[config.mk]
export PLATFORM = sky130hd
export DESIGN_NAME = fmdll_lock_monitor
export DESIGN_NICKNAME = d
export VERILOG_FILES = /design/src/rtl/fmdll_pkg.sv /design/src/rtl/fmdll_lock_monitor_sync.sv /design/src/rtl/fmdll_lock_monitor.sv
export SDC_FILE = /design/constraint.sdc
export NUM_CORES = 1
export LEC_CHECK = 0
export ABC_AREA = 1
export CELL_PAD_IN_SITES_DETAIL_PLACEMENT = 1
export CELL_PAD_IN_SITES_GLOBAL_PLACEMENT = 2
export CORE_ASPECT_RATIO = 1.2
export CORE_UTILIZATION = 33
export DETAILED_ROUTE_END_ITERATION = 7
export GPL_TIMING_DRIVEN = 0
export PLACE_DENSITY_LB_ADDON = 0.1
export SYNTH_ARGS = -nofsm -noshare
export SYNTH_HDL_FRONTEND = slang
export SYNTH_HIERARCHICAL = 1
export SYNTH_SLANG_ARGS = --single-unit
[constraint.sdc]
create_clock -name clk_out -period 3 [get_ports clk_out]
set_input_delay 0.45 -clock clk_out [delete_from_list [all_inputs] [get_ports clk_out]]
set_output_delay 0.45 -clock clk_out [all_outputs]
set_load 0.02 [all_outputs]
[src/rtl/fmdll_pkg.sv]
// Shared types and helpers for the FMDLL lock monitor.
package fmdll_pkg;

   typedef enum logic {
      SYNC = 1'b0,
      MEAS = 1'b1
   } mon_state_t;

   localparam int CNT_W_DEF    = 8;
   localparam int LOCK_CNT_DEF = 4;
   localparam int TOL_DEF      = 1;

   // Window length in reference periods; an M of 0 selects the longest window.
   function automatic logic [2:0] win_len(input logic [1:0] m);
      return (m == 2'd0) ? 3'd4 : {1'b0, m};
   endfunction

endpackage

[src/rtl/fmdll_lock_monitor_sync.sv]
// Brings clk_ext into the clk_out domain and flags its rising edges.
module clk_ext_sync (
   input  logic clk_i,
   input  logic rst_ni,
   input  logic ext_i,
   output logic ext_lvl_o,
   output logic ext_rise_o
);

   logic s1_q;
   logic s2_q;
   logic hist_q;

   // Two synchronizer flops followed by a history flop for edge detection.
   always_ff @(posedge clk_i or negedge rst_ni) begin
      if (!rst_ni) begin
         s1_q   <= 1'b0;
         s2_q   <= 1'b0;
         hist_q <= 1'b0;
      end else begin
         s1_q   <= ext_i;
         s2_q   <= s1_q;
         hist_q <= s2_q;
      end
   end

   assign ext_lvl_o  = s2_q;
   assign ext_rise_o = s2_q & ~hist_q;

endmodule

[src/rtl/fmdll_lock_monitor.sv]
// Lock monitor: counts clk_out cycles across M reference periods and
// compares the result against N to derive lock, error and stall status.
//
// state | meaning
// ------+-----------------------------------------------------------------
// SYNC  | idle; waiting for a reference edge to open the first window
// MEAS  | window open; counting clk_out cycles and reference edges
module fmdll_lock_monitor
   import fmdll_pkg::*;
#(
   parameter int CNT_W    = CNT_W_DEF,
   parameter int LOCK_CNT = LOCK_CNT_DEF,
   parameter int TOL      = TOL_DEF
) (
   input  logic             clk_out,
   input  logic             rst_n,
   input  logic             clk_ext,
   input  logic [1:0]       M,
   input  logic [3:0]       N,
   output logic [CNT_W-1:0] meas,
   output logic             meas_valid,
   output logic             lock,
   output logic             err,
   output logic             stall
);

   localparam int               STRK_W  = $clog2(LOCK_CNT + 1);
   localparam logic [CNT_W-1:0] CYC_MAX = '1;

   mon_state_t        state_q, state_d;
   logic [CNT_W-1:0]  cyc_q, cyc_d;
   logic [2:0]        edg_q, edg_d;
   logic [STRK_W-1:0] strk_q, strk_d;
   logic [1:0]        m_q;
   logic [3:0]        n_q;
   logic [CNT_W-1:0]  meas_q, meas_d;
   logic              mv_q, mv_d;
   logic              lock_q, lock_d;
   logic              err_q, err_d;
   logic              stall_q, stall_d;

   logic              ext_lvl;
   logic              ext_rise;
   logic              rise;
   logic              cfg_chg;
   logic [2:0]        edg_inc;
   logic              closing;
   logic signed [CNT_W:0] diff;
   logic [CNT_W:0]    abs_diff;
   logic              match;
   logic [STRK_W-1:0] strk_inc;

   clk_ext_sync u_sync (
      .clk_i      (clk_out),
      .rst_ni     (rst_n),
      .ext_i      (clk_ext),
      .ext_lvl_o  (ext_lvl),
      .ext_rise_o (ext_rise)
   );

   // An edge is only accepted while the synchronized level is high.
   assign rise     = ext_rise & ext_lvl;
   assign cfg_chg  = (M != m_q) || (N != n_q);
   assign edg_inc  = edg_q + 3'd1;
   assign closing  = rise && (edg_inc == win_len(m_q));
   assign strk_inc = (strk_q == STRK_W'(LOCK_CNT)) ? strk_q : strk_q + 1'b1;

   // Signed comparison of the finished window count against the target.
   always_comb begin
      diff     = $signed({1'b0, cyc_q}) - $signed({{(CNT_W-3){1'b0}}, n_q});
      abs_diff = diff[CNT_W] ? $unsigned(-diff) : $unsigned(diff);
      match    = (n_q != 4'd0) && (abs_diff <= (CNT_W+1)'(TOL));
   end

   // Next-state, counter and status logic.
   always_comb begin
      state_d = state_q;
      cyc_d   = cyc_q;
      edg_d   = edg_q;
      strk_d  = strk_q;
      meas_d  = meas_q;
      mv_d    = 1'b0;
      err_d   = 1'b0;
      lock_d  = lock_q;
      stall_d = stall_q;

      if (cfg_chg) begin
         // A config change invalidates whatever window was in flight.
         state_d = SYNC;
         cyc_d   = '0;
         edg_d   = 3'd0;
         strk_d  = '0;
         lock_d  = 1'b0;
      end else begin
         case (state_q)
            SYNC: begin
               if (rise) begin
                  cyc_d   = {{(CNT_W-1){1'b0}}, 1'b1};
                  edg_d   = 3'd0;
                  state_d = MEAS;
               end
            end
            MEAS: begin
               if (closing) begin
                  // The closing edge also opens the next window.
                  meas_d  = cyc_q;
                  mv_d    = 1'b1;
                  stall_d = 1'b0;
                  cyc_d   = {{(CNT_W-1){1'b0}}, 1'b1};
                  edg_d   = 3'd0;
                  if (match) begin
                     strk_d = strk_inc;
                     lock_d = lock_q | (strk_inc == STRK_W'(LOCK_CNT));
                  end else begin
                     err_d  = 1'b1;
                     strk_d = '0;
                     lock_d = 1'b0;
                  end
               end else if (cyc_q == CYC_MAX) begin
                  stall_d = 1'b1;
                  meas_d  = CYC_MAX;
                  mv_d    = 1'b1;
                  err_d   = 1'b1;
                  strk_d  = '0;
                  lock_d  = 1'b0;
                  cyc_d   = '0;
                  edg_d   = 3'd0;
                  state_d = SYNC;
               end else begin
                  cyc_d = cyc_q + 1'b1;
                  if (rise) begin
                     edg_d = edg_inc;
                  end
               end
            end
            default: state_d = SYNC;
         endcase
      end
   end

   // State, counters, registered config and registered outputs.
   always_ff @(posedge clk_out or negedge rst_n) begin
      if (!rst_n) begin
         state_q <= SYNC;
         cyc_q   <= '0;
         edg_q   <= 3'd0;
         strk_q  <= '0;
         m_q     <= 2'd0;
         n_q     <= 4'd0;
         meas_q  <= '0;
         mv_q    <= 1'b0;
         lock_q  <= 1'b0;
         err_q   <= 1'b0;
         stall_q <= 1'b0;
      end else begin
         state_q <= state_d;
         cyc_q   <= cyc_d;
         edg_q   <= edg_d;
         strk_q  <= strk_d;
         m_q     <= M;
         n_q     <= N;
         meas_q  <= meas_d;
         mv_q    <= mv_d;
         lock_q  <= lock_d;
         err_q   <= err_d;
         stall_q <= stall_d;
      end
   end

   assign meas       = meas_q;
   assign meas_valid = mv_q;
   assign lock       = lock_q;
   assign err        = err_q;
   assign stall      = stall_q;

endmodule

# Yosys cells after proc, flatten, opt, wreduce, memory -nomap -nowiden
# Cells that the tools add are included.
[word_totals]
in_bits = 9
reg_bits = 36
elab_cells = 86
[classes]
reduce_logical = 11
n_bitwise = 6
add_sub_neg = 5
n_mux = 41
n_lt_le_gt_ge = 1
n_eq_ne = 8
[ops]
columns = ["operator", "n"]
rows = [
  ["$mux 8", 6],
  ["$mux 3", 12],
  ["$mux 1", 19],
  ["$pmux 8 s2", 1],
  ["$le 9x1->1 const B", 1],
  ["$mux 9", 1],
  ["$neg 9->9", 1],
  ["$sub 8x4->9", 1],
  ["$add 8x1->8 const B", 1],
  ["$eq 8x8->1 const B", 1],
  ["$add 3x1->3 const B", 2],
  ["$eq 3x3->1 const B", 2],
  ["$pmux 3 s2", 1],
  ["$ne 5x1->1 const B", 1],
  ["$ne 4x4->1", 1],
  ["$reduce_and 2->1", 2],
  ["$reduce_bool 2->1", 2],
  ["$reduce_bool 4->1", 1],
  ["$eq 3x3->1", 1],
  ["$ne 3x3->1 const B", 1],
  ["$not 1->1", 3],
  ["$reduce_and 3->1", 1],
  ["$reduce_bool 3->1", 1],
  ["$and 1x1->1", 2],
  ["6 further kinds", 7],
]

# Longest topological paths before layout
# Gate-level depths: netlist of the first run.
[depth]
depth_word = 9
mapped_depth = 16
mapped_depth_nobuf = 16

# By module
# Netlist of the first run, hierarchy kept.
[modules_own_cells]
columns = ["module", "seq_area_each_um2", "area_per_inst_um2", "cells_per_inst", "instances"]
rows = [
  ["fmdll_lock_monitor", 825.8, 2112.0, 285, 1],
  ["clk_ext_sync", 75.1, 85.1, 5, 1],
]

# Least setup slack after synthesis of the first run
# OpenSTA, ideal clock, no wires.
[synth_path]
kind = "register -> register"
from = "register cyc_q[0]"
to = "register err_q, in the netlist err"
path_buffers = 0
path_stages_with_launch = 15
setup_ns = 0.113
arrival_time_ns = 2.039
slack_ns = 0.848
required_ns = 2.887
path_cell_list = "dfrtp_1 -> inv_1 -> ha_1 -> inv_1 -> fa_1 -> inv_1 -> ha_1 -> inv_1 -> nand3_1 -> nand2_1 -> nand3_1 -> nor2_2 -> nand3_1 -> nand2_1 -> inv_1"
[synth_between]
elab_chain_len = 9
elab_cells_between_ends = 11
[synth_lines]
columns = ["element", "line_no", "source"]
rows = [
  ["start: declaration", "fmdll_lock_monitor.sv:31", "logic [CNT_W-1:0] cyc_q, cyc_d;"],
  ["start signal: assignment", "fmdll_lock_monitor.sv:157", "cyc_q <= cyc_d;"],
  ["$sub 8x4->9", "fmdll_lock_monitor.sv:70", "diff = $signed({1'b0, cyc_q}) - $signed({{(CNT_W-3){1'b0}}, n_q});"],
  ["$neg 9->9", "fmdll_lock_monitor.sv:71", "abs_diff = diff[CNT_W] ? $unsigned(-diff) : $unsigned(diff);"],
  ["$mux 9", "fmdll_lock_monitor.sv:71", ""],
  ["$le 9x1->1", "fmdll_lock_monitor.sv:72", "match = (n_q != 4'd0) && (abs_diff <= (CNT_W+1)'(TOL));"],
  ["$logic_and 1x1->1", "fmdll_lock_monitor.sv:72", ""],
  ["$mux 1", "fmdll_lock_monitor.sv:111", "if (match) begin"],
  ["$mux 1 *", "fmdll_lock_monitor.sv:104", "if (closing) begin"],
  ["$mux 1 *", "fmdll_lock_monitor.sv:95", "case (state_q)"],
  ["$mux 1 *", "fmdll_lock_monitor.sv:87", "if (cfg_chg) begin"],
  ["via err_d", "fmdll_lock_monitor.sv:39", "logic err_q, err_d;"],
  ["end signal: assignment", "fmdll_lock_monitor.sv:165", "err_q <= err_d;"],
  ["end: declaration", "fmdll_lock_monitor.sv:39", ""],
]
# The timed path passes the listed nets; every way through them passes the cells marked *.
# A chain may end at the register's enable or synchronous reset.

# Final worst setup path of the first run
# Same ends and word-level chain as after synthesis.

==> impl.org, run 1 <==
** Outcome
- Status :: complete, no violations

** Layout
- Share of post-route cells with drive strength above 1 :: 0.09119
- Counting the fill cells in the layout gives 821.
- The area growth from synthesis to layout is 18.62%.
- 0 antenna diodes ended up in the layout.
- After the flow finishes, the layout carries non-filler instances totaling 403.
- The final layout contains 336 nets.

** Critical path
- R2r startpoint :: cyc_q[0]$_DFFE_PN0P_
- CP endpoint kind :: flop
- Length in cells of the worst reg-to-reg path :: 14
- Worst EP arrival :: 2.64 ns
- Critical path type :: reg2reg
- The worst setup path is launched from a flop.
- Endpoint of the most critical register-to-register path :: err$_DFF_PN0_
- Required time of the critical path :: 3.19 ns
- R2R Setup Slk :: 0.55 ns
- Max FO, Critical Path :: 5

** STA
- Worst slew margin relative to its limit :: 0.4249
- For the pin with the worst max-slew slack, the measured transition is 0.8626 ns.
- Sum of negative setup slack :: 0 ns
- Setup violations remaining at the end of the flow were counted as 0.
- The hold violation count in the final report was 0.
- Timing would allow up to 0.4083 GHz.
- Minimum clock period :: 2.449 ns
- Part of the cycle the worst path needs :: 0.8163
- Fin. max-slew vios :: 0
- On the final layout, the worst clock skew is 0.005433 ns.
- Setup repair after global routing missed its margin :: false

** Yosys
- The post-synthesis compound-gate area fraction is 0.06720.
- Counting flops and latches in the post-synthesis netlist gives 36.
- When the netlist entered floorplanning its net count stood at 309.
- Area share of xor/xnor cells in the synthesized design :: 0.03588
- Of the synthesized area, sequential elements account for 0.4100.
- Cells taking the most area after synthesis :: dfrtp_1 (41%), nand2_1 (12%), inv_1 (8.4%)
- Synthesized cell area :: 0.002197 mm²
- Most used standard cell by instance count after synthesis :: nand2_1
- Top-area cell type share of the netlist area :: 0.4100
- Number of distinct library cells after synthesis :: 30
- In the synthesized netlist the async set-or-reset flop fraction comes to 1.000.
- Synth Warn # :: 6
- The largest total area in the synthesized netlist belongs to dfrtp_1.
- Post-synth EDFFs :: 0
- Among all flip-flop cells after synthesis, the most frequent one is dfrtp_1.
- Multiplexer share of the synthesized area :: 0
- Synthesis produced a netlist whose cell count is 290.
- Post-synthesis share of cell area spent on full adders, half adders and majority gates :: 0.06036
- After synthesis, the largest family of logic cells by area is simple AND/OR/NAND/NOR gates.
- The average instance in the mapped netlist occupies 7.576 µm².
- The commonest cells after synthesis are nand2_1 (72), inv_1 (49), dfrtp_1 (36).
- Of the total synthesized cell area, the portion taken by AND, OR, NAND and NOR gates is 0.3189.

** Power
- Of the total power, the clock network draws 0.423.
- The analysis attributes to net switching a power of 0.0002432 W.
- The internal power of the cells totals 0.0007688 W.
- The share of total power dissipated in sequential elements is 0.490.
- Switching portion of total power :: 0.2403
- Part of the total power dissipated in combinational logic :: 0.086
- VDD sags by at most 0.1648 mV.
- Lkg Pwr :: 1.312 nW
- For this design the ratio of total power to cell area is 388.3 mW/mm².

** Placement
- Port buffer count :: 20
- Post-detailed-placement half-perimeter wirelength :: 4220 µm
- The congestion estimate from routability-driven global placement came to 0.7764.
- Number of placed cells counting well taps :: 395

** Clock network
- TritonCTS clock tree :: yes
- Number of buffers added to fix hold violations after cts :: 0
- The clock reaches the later pin of the worst-skew pair after 0.29 ns.
- The tree is rooted in a clkbuf_8.
- Clock sinks :: 36
- After clock tree synthesis, the clock-pin slew on the worst setup and hold paths is 0.08 ns.
- Post-CTS repair changed the size of 0 cells.
- # H-tree levels :: 2
- Post-CTS Setup Repair Bufs :: 0
- The clock passes through at most 2 buffers.
- Clock buffer count from CTS :: 5

** Die
- Horizontal die dimension :: 76.49 µm
- Measured along the y axis, the die boundary spans 91.39 µm.
- Placeable Area :: 0.006446 mm²
- Initial core utilization :: 0.3408
- The floorplan step defined a die boundary enclosing 0.006990 mm².
- Row cnt :: 32
- Ports :: 21

** Drt
- The routed layout has 1867 vias.
- Once detail routing completed, the nets flagged for antenna violations numbered 0.
- After detailed routing, the average wire length per cell comes to 13.23 µm.
- DRT Wirelength :: 5332 µm
- Via density per instance :: 4.633
- Iteration count of the initial detailed-routing pass :: 4
- For this block, the initial DRC count from the detailed router was 57.
- DRC errors left :: 0

** Global routing
- In the global route stage, overall resource usage came out at 0.1691.
- Entering global routing, the biggest net connects 37 pins.
- The initial antenna violation count is 0.
- Vias in the first global route :: 1964
- After global routing the overflow that remains totals 0.
- The first global-routing pass estimated 9349 µm of wire.

** Job
- Max-cap violation count :: 0

** Hold path
- Min-Delay Path Class :: in2async
-- area by class of cell --
cell class                      count  area, µm²  area share
Sequential cell                    36      900.9      0.3457
Clock inverter                      2      35.03     0.01344
Multi-Input combinational cell    198       1060      0.4066
Clock buffer                        6      72.57     0.02784
Tap cell                           85      106.4     0.04081
Timing Repair Buffer               20      195.2     0.07489
Buffer                              3      32.53     0.01248
Inverter                           53      203.9     0.07825
-- cell families (layout without fill, tap and decap cells) --
family,Yosys count,after routing
simple gates,154,154
fa+ha+maj,10,10
buf+inv,56,84
compound gates,25,25
xor+xnor,9,9
flops,36,36
-- worst max-delay path, stage by stage, from the launching register on --
cell,delay [ns]
dfrtp_1,0.41
inv_1,0.15
ha_1,0.16
inv_1,0.05
fa_1,0.48
inv_1,0.06
ha_1,0.28
inv_1,0.05
nand3_1,0.08
nand2_1,0.07
nand3_1,0.11
nor2_2,0.23
nand3_1,0.11
nand2_1,0.07
inv_1,0.03
-- worst max path at each step --
stage,from,end,slack (ns),cells past startpoint
2_1_floorplan,cyc_q[0]$_DFFE_PN0P_,err$_DFF_PN0_,0.85,14
3_3_place_gp,rst_n,meas[6]$_DFFE_PN0P_,0.56,1
5_1_grt,cyc_q[0]$_DFFE_PN0P_,err$_DFF_PN0_,0.39,14
3_5_place_dp,cyc_q[0]$_DFFE_PN0P_,err$_DFF_PN0_,0.55,14
4_1_cts,cyc_q[0]$_DFFE_PN0P_,err$_DFF_PN0_,0.53,14
6_report,cyc_q[0]$_DFFE_PN0P_,err$_DFF_PN0_,0.55,14
-- routing by layer --
metal / up-vias / track usage / wire [µm]
li1: 964 / - / -
met1: 876 / 0.2173 / 2566
met2: 21 / 0.2943 / 2583
met3: 6 / 0.03015 / 121
met4: 0 / 0.03526 / 60
met5: - / 0 / 0
-- cell usage in the layout, fill, tap and decap left out, types with 2 or more instances in the layout --
| master | count |
|---|---|
| a21oi_1 | 6 |
| nor2_2 | 4 |
| clkdlybuf4s50_1 | 19 |
| nand3_1 | 33 |
| or2_2 | 3 |
| o21ai_1 | 2 |
| inv_2 | 3 |
| dfrtp_1 | 36 |
| nor2_1 | 26 |
| nor3_2 | 2 |
| nand4_1 | 7 |
| inv_1 | 49 |
| nor3_1 | 3 |
| xor2_1 | 9 |
| o21ai_0 | 12 |
| clkbuf_8 | 5 |
| ha_1 | 9 |
| buf_2 | 2 |
| nand2_1 | 72 |
-- through the flow --
stage	hold slack [ns]	setup WS, ns	utilization	total power [W]	instance area [µm²]
after global routing	0.3413	0.3883	0.4043	0.001061	2606
after CTS	0.2856	0.5250	0.4043	0.001030	2606
final	0.2568	0.5511	0.4043	0.001012	2606
after floorplan	0.1544	0.8484	-	0.0005571	2197
after global placement	0.3346	0.5580	0.3884	0.0005951	2504
after detailed placement	0.3418	0.5456	0.3876	0.0005959	2499
-- power groups by stage --
stage               registers (W)  logic [W]  clock network (W)
CTS                      0.000496  0.0000903           0.000444
floorplan                0.000504  0.0000526                  0
detailed placement       0.000506  0.0000899                  0
global placement         0.000505  0.0000897                  0
finish                   0.000496  0.0000875           0.000428
global route             0.000497   0.000102           0.000462
-- sequential cells by signal, indices dropped and copies added (netlist names), 2 cells and up --
name and flops:
cyc_q 8, edg_q 3, m_q 2, meas 8, n_q 4, strk_q 3
No activity file was read; power rests on OpenSTA's default activity.
==> run 2: changes to the inputs <==
CORE_UTILIZATION = 30   (was 33)
clock period = 2.1 ns   (was 3 ns; I/O delays follow)
==> run 2 against run 1 <==
  * The run now ends with negative setup slack left
  * Largest power group unchanged
  * Non-clock buffer count rose by 8
  * Core utilization fell by 0.89 points
  * Critical endpoint unchanged
  * Critical path type unchanged
  * Clock-buffer cell count stayed put
  * Via count rose by 1.9%
  * Cell count is 2.5% higher
  * Sequential share of layout area down 1.9 points
==> impl.org, run 2 (synthesized netlist as in run 1, its figures left out) <==
** Outcome
- The run finished, with violations left.
- The final reports fail on negative setup slack.

** Power
- Part of the total power dissipated in combinational logic :: 0.104 (+0.018)
- The worst supply voltage drop on vdd was 0.2570 mV (+56%).
- The power share of the clock group was 0.413 (-0.010).
- The proportion of total power due to net switching is 0.2416 (+0.001283).
- Net switching power figure :: 0.0003545 W (+46%)
- Power share of the sequential group :: 0.483 (-0.007)
- Pwr per Cell Area :: 531.9 mW/mm² (+37%)
- Total internal power :: 0.001113 W (+45%)
- The reported leakage power was 1.353 nW (+3.1%).

** Critical path
- STA classifies the critical path startpoint as a flop.
- The critical path is of the reg2reg type.
- Length in cells of the worst reg-to-reg path :: 14 (unchanged)
- Origin of the worst setup path :: cyc_q[0]$_DFFE_PN0P_
- Walking the worst path, the cells encountered are inv_2 > ha_4 > inv_2 > fa_2 > inv_2 > ha_4 > inv_2 > nand3_2 > nand2_2 > nand3_2 > nor2_4 > nand3_2 > nand2_1 > inv_1.
- The critical path data required time is 2.29 ns (-0.90 ns).
- CP endpoint kind :: flop
- The worst register-to-register path begins at cyc_q[0]$_DFFE_PN0P_.
- Crit path max-delay cell type :: fa_2
- Crit path largest cell delay :: 0.53 ns (+0.05 ns)
- The most numerous cell type found on the critical path is inv_2.
- Max FO, Critical Path :: 5 (unchanged)
- The worst path arrival time is 2.32 ns (-0.32 ns).

** STA
- Minimum clock period :: 2.137 ns (-0.3116 ns)
- The final-layout worst hold slack is 0.1223 ns (-0.1345 ns).
- The headroom to the max-slew limit was 0.4460 (+0.02105).
- The max-slew violation total from the final report was 0 (unchanged).
- The pin slew with the least headroom to its limit came to 0.8310 ns (-0.03158 ns).
- The post-route clock period utilization was 1.018 (+0.2015).
- The worst-case setup margin in the final layout came to -0.03729 ns (-0.5884 ns).
- The hold violation count in the final report came to 0 (unchanged).
- The post-route setup TNS came to -0.05828 ns (-0.05828 ns).
- Finish-stage setup viols :: 3 (+3)
- F_max :: 0.4679 GHz (+15%)
- The clock tree skew after final layout is 0.005828 ns (+0.0003947 ns).
- Setup repair after global routing could not meet its margin everywhere.

** Job
- The total of max-cap violations was 0 (unchanged).

** Drt
- The first-pass detailed-route iteration total came to 4 (unchanged).
- The final routed wirelength across all metal layers was 5541 µm (+3.9%).
- DRC errors left :: 0 (unchanged)
- Vias post-DR :: 1902 (+1.9%)
- The remaining number of nets flagged by the antenna check after routing came to 0 (unchanged).
- 1st-iter DRT viols :: 49 (-14%)
- Via density per instance :: 4.605 (-0.59%)
- WL/cell :: 13.42 µm (+1.4%)

** Die
- Horizontal die dimension :: 80.12 µm (+4.8%)
- Ports :: 21 (unchanged)
- The area of the core region was 0.006978 mm² (+8.2%).
- Die extent in y :: 95.75 µm (+4.8%)
- The number of cell rows is 33 (+3.1%).
- Initial core utilization :: 0.3149 (-0.02597)
- The area of the die came to 0.007671 mm² (+9.8%).

** Layout
- Post-route cell area :: 0.002759 mm² (+5.9%)
- Post-layout net count :: 344 (+2.4%)
- The count of filler cells inserted in the layout came to 870 (+6.0%).
- The fraction of final layout cells with drive strength greater than 1 was 0.1779 (+0.08672).
- Antenna fix cells :: 0 (unchanged)
- Synthesis-to-finish area growth :: 25.57%
- Commonest cells after routing, fill and taps aside :: nand2_1 (70), inv_1 (44), dfrtp_1 (35), nand3_1 (27), nor2_1 (25)
- Commonest non-fill, non-tap cell in the layout :: nand2_1

** Clock network
- The cell sitting at the root of the clock tree is a clkbuf_8.
- The number of buffers inserted during clock tree synthesis came to 5 (unchanged).
- The insertion delay to the later sink of the worst-skew pair came to 0.29 ns (about the same).
- The CTS sink count was 36 (unchanged).
- # H-tree levels :: 2 (unchanged)
- Clk buf depth :: 2 (unchanged)
- The clock transition time at the flip-flop clock pins of the worst setup and hold paths is 0.07 ns (about the same).
- TritonCTS built the clock tree.

** Placement
- The area of placed instances is 0.002501 mm² (+0.10%).
- The number of buffers added on ports was 20 (unchanged).
- Routability Congestion :: 0.7151 (-7.9%)
- The detailed-placement wirelength estimate is 4300 µm (+1.9%).

** Hold path
- The worst hold path belongs to the class in2async.

** Global routing
- Remaining global-route overflow :: 0 (unchanged)
- Vias in the first global route :: 1973 (+0.46%)
- Total global routing track utilization :: 0.1642 (-0.004841)
- The largest net degree at the start of global routing was 37 (unchanged).
- Global-route wire length before repair :: 9432 µm (+0.89%)
- The initial antenna violation count is 0 (unchanged).
[run 2: cell count changes in the layout (fill, tap and decap cells not counted), moves of 3 or more]
cell / before / now
buf_4: 1 / 8
nand3_1: 33 / 27
nand3_2: 1 / 7
inv_1: 49 / 44
inv_2: 3 / 8
ha_1: 9 / 6
[run 2: routing by layer]
metal  track usage  share of wire  vias to the layer above
met5             0              0                        -
met2        0.2892           0.49                       18
met1        0.2011           0.47                      896
met3       0.02844          0.023                        7
li1              -              -                      981
met4       0.05804          0.015                        0
[run 2: power groups by stage]
| stage | clock, W | sequential (W) | combinational, W |
|---|---|---|---|
| 3_3_place_gp | 0 | 0.000722 | 0.000128 |
| 2_1_floorplan | 0 | 0.000721 | 0.0000752 |
| 5_1_grt | 0.000666 | 0.000710 | 0.000176 |
| 3_5_place_dp | 0 | 0.000722 | 0.000130 |
| 6_report | 0.000606 | 0.000709 | 0.000152 |
| 4_1_cts | 0.000642 | 0.000709 | 0.000150 |
[run 2: final cells by class]
type / instances / area [µm²] / area share
multi-input combinational: 198 / 1145 / 0.4150
sequential: 36 / 902.1 / 0.3270
timing repair buffer: 28 / 255.2 / 0.09252
inverter: 53 / 203.9 / 0.07392
tap: 87 / 108.9 / 0.03946
clock buffer: 6 / 72.57 / 0.02630
buffer: 3 / 36.28 / 0.01315
clock inverter: 2 / 35.03 / 0.01270
[run 2: worst paths after layout]
| kind | endpoint | slack, ns |
|---|---|---|
| max in group asynchronous | n_q[0]$_DFF_PN0_ | 1.40 |
| worst min register to register | u_sync/ext_lvl_o$_DFF_PN0_ | 0.35 |
| min in group clk_out | u_sync/ext_lvl_o$_DFF_PN0_ | 0.35 |
| worst max register to register | err$_DFF_PN0_ | -0.04 |
| worst max-delay path | err$_DFF_PN0_ | -0.04 |
| worst min-delay path | edg_q[0]$_DFFE_PN0P_ | 0.12 |
[run 2: worst max-delay path, delay by kind of cell (launching register included)]
kind / cells / cell delay [ns]
adders and majority gates: 3 / 0.86
buffers and inverters: 5 / 0.27
DFF: 1 / 0.39
and+or+nand+nor: 6 / 0.52
[run 2: stage by stage]
| stage | total power (W) | std cells | util | setup WS, ns |
|---|---|---|---|---|
| final | 0.001468 | 413 | 0.3954 | -0.03729 |
| after global routing | 0.001552 | 413 | 0.3954 | -0.1262 |
| after CTS | 0.001500 | 408 | 0.3850 | -0.09214 |
| after detailed placement | 0.0008525 | 397 | 0.3584 | -0.2835 |
| after global placement | 0.0008505 | 397 | 0.3592 | -0.2664 |
| after floorplan | 0.0007958 | 290 | - | 0.001199 |
[run 2: timing repair]
item | in CTS | in global routing
setup endpoints to repair | 5 | 20
gates resized for setup | 14 | 10
buffers inserted | 3 | 5
pin swaps | 9 | 10
endpoints found under the hold margin | 0 | 0
hold buffers | 0 | 0
cloned | 0 | 0
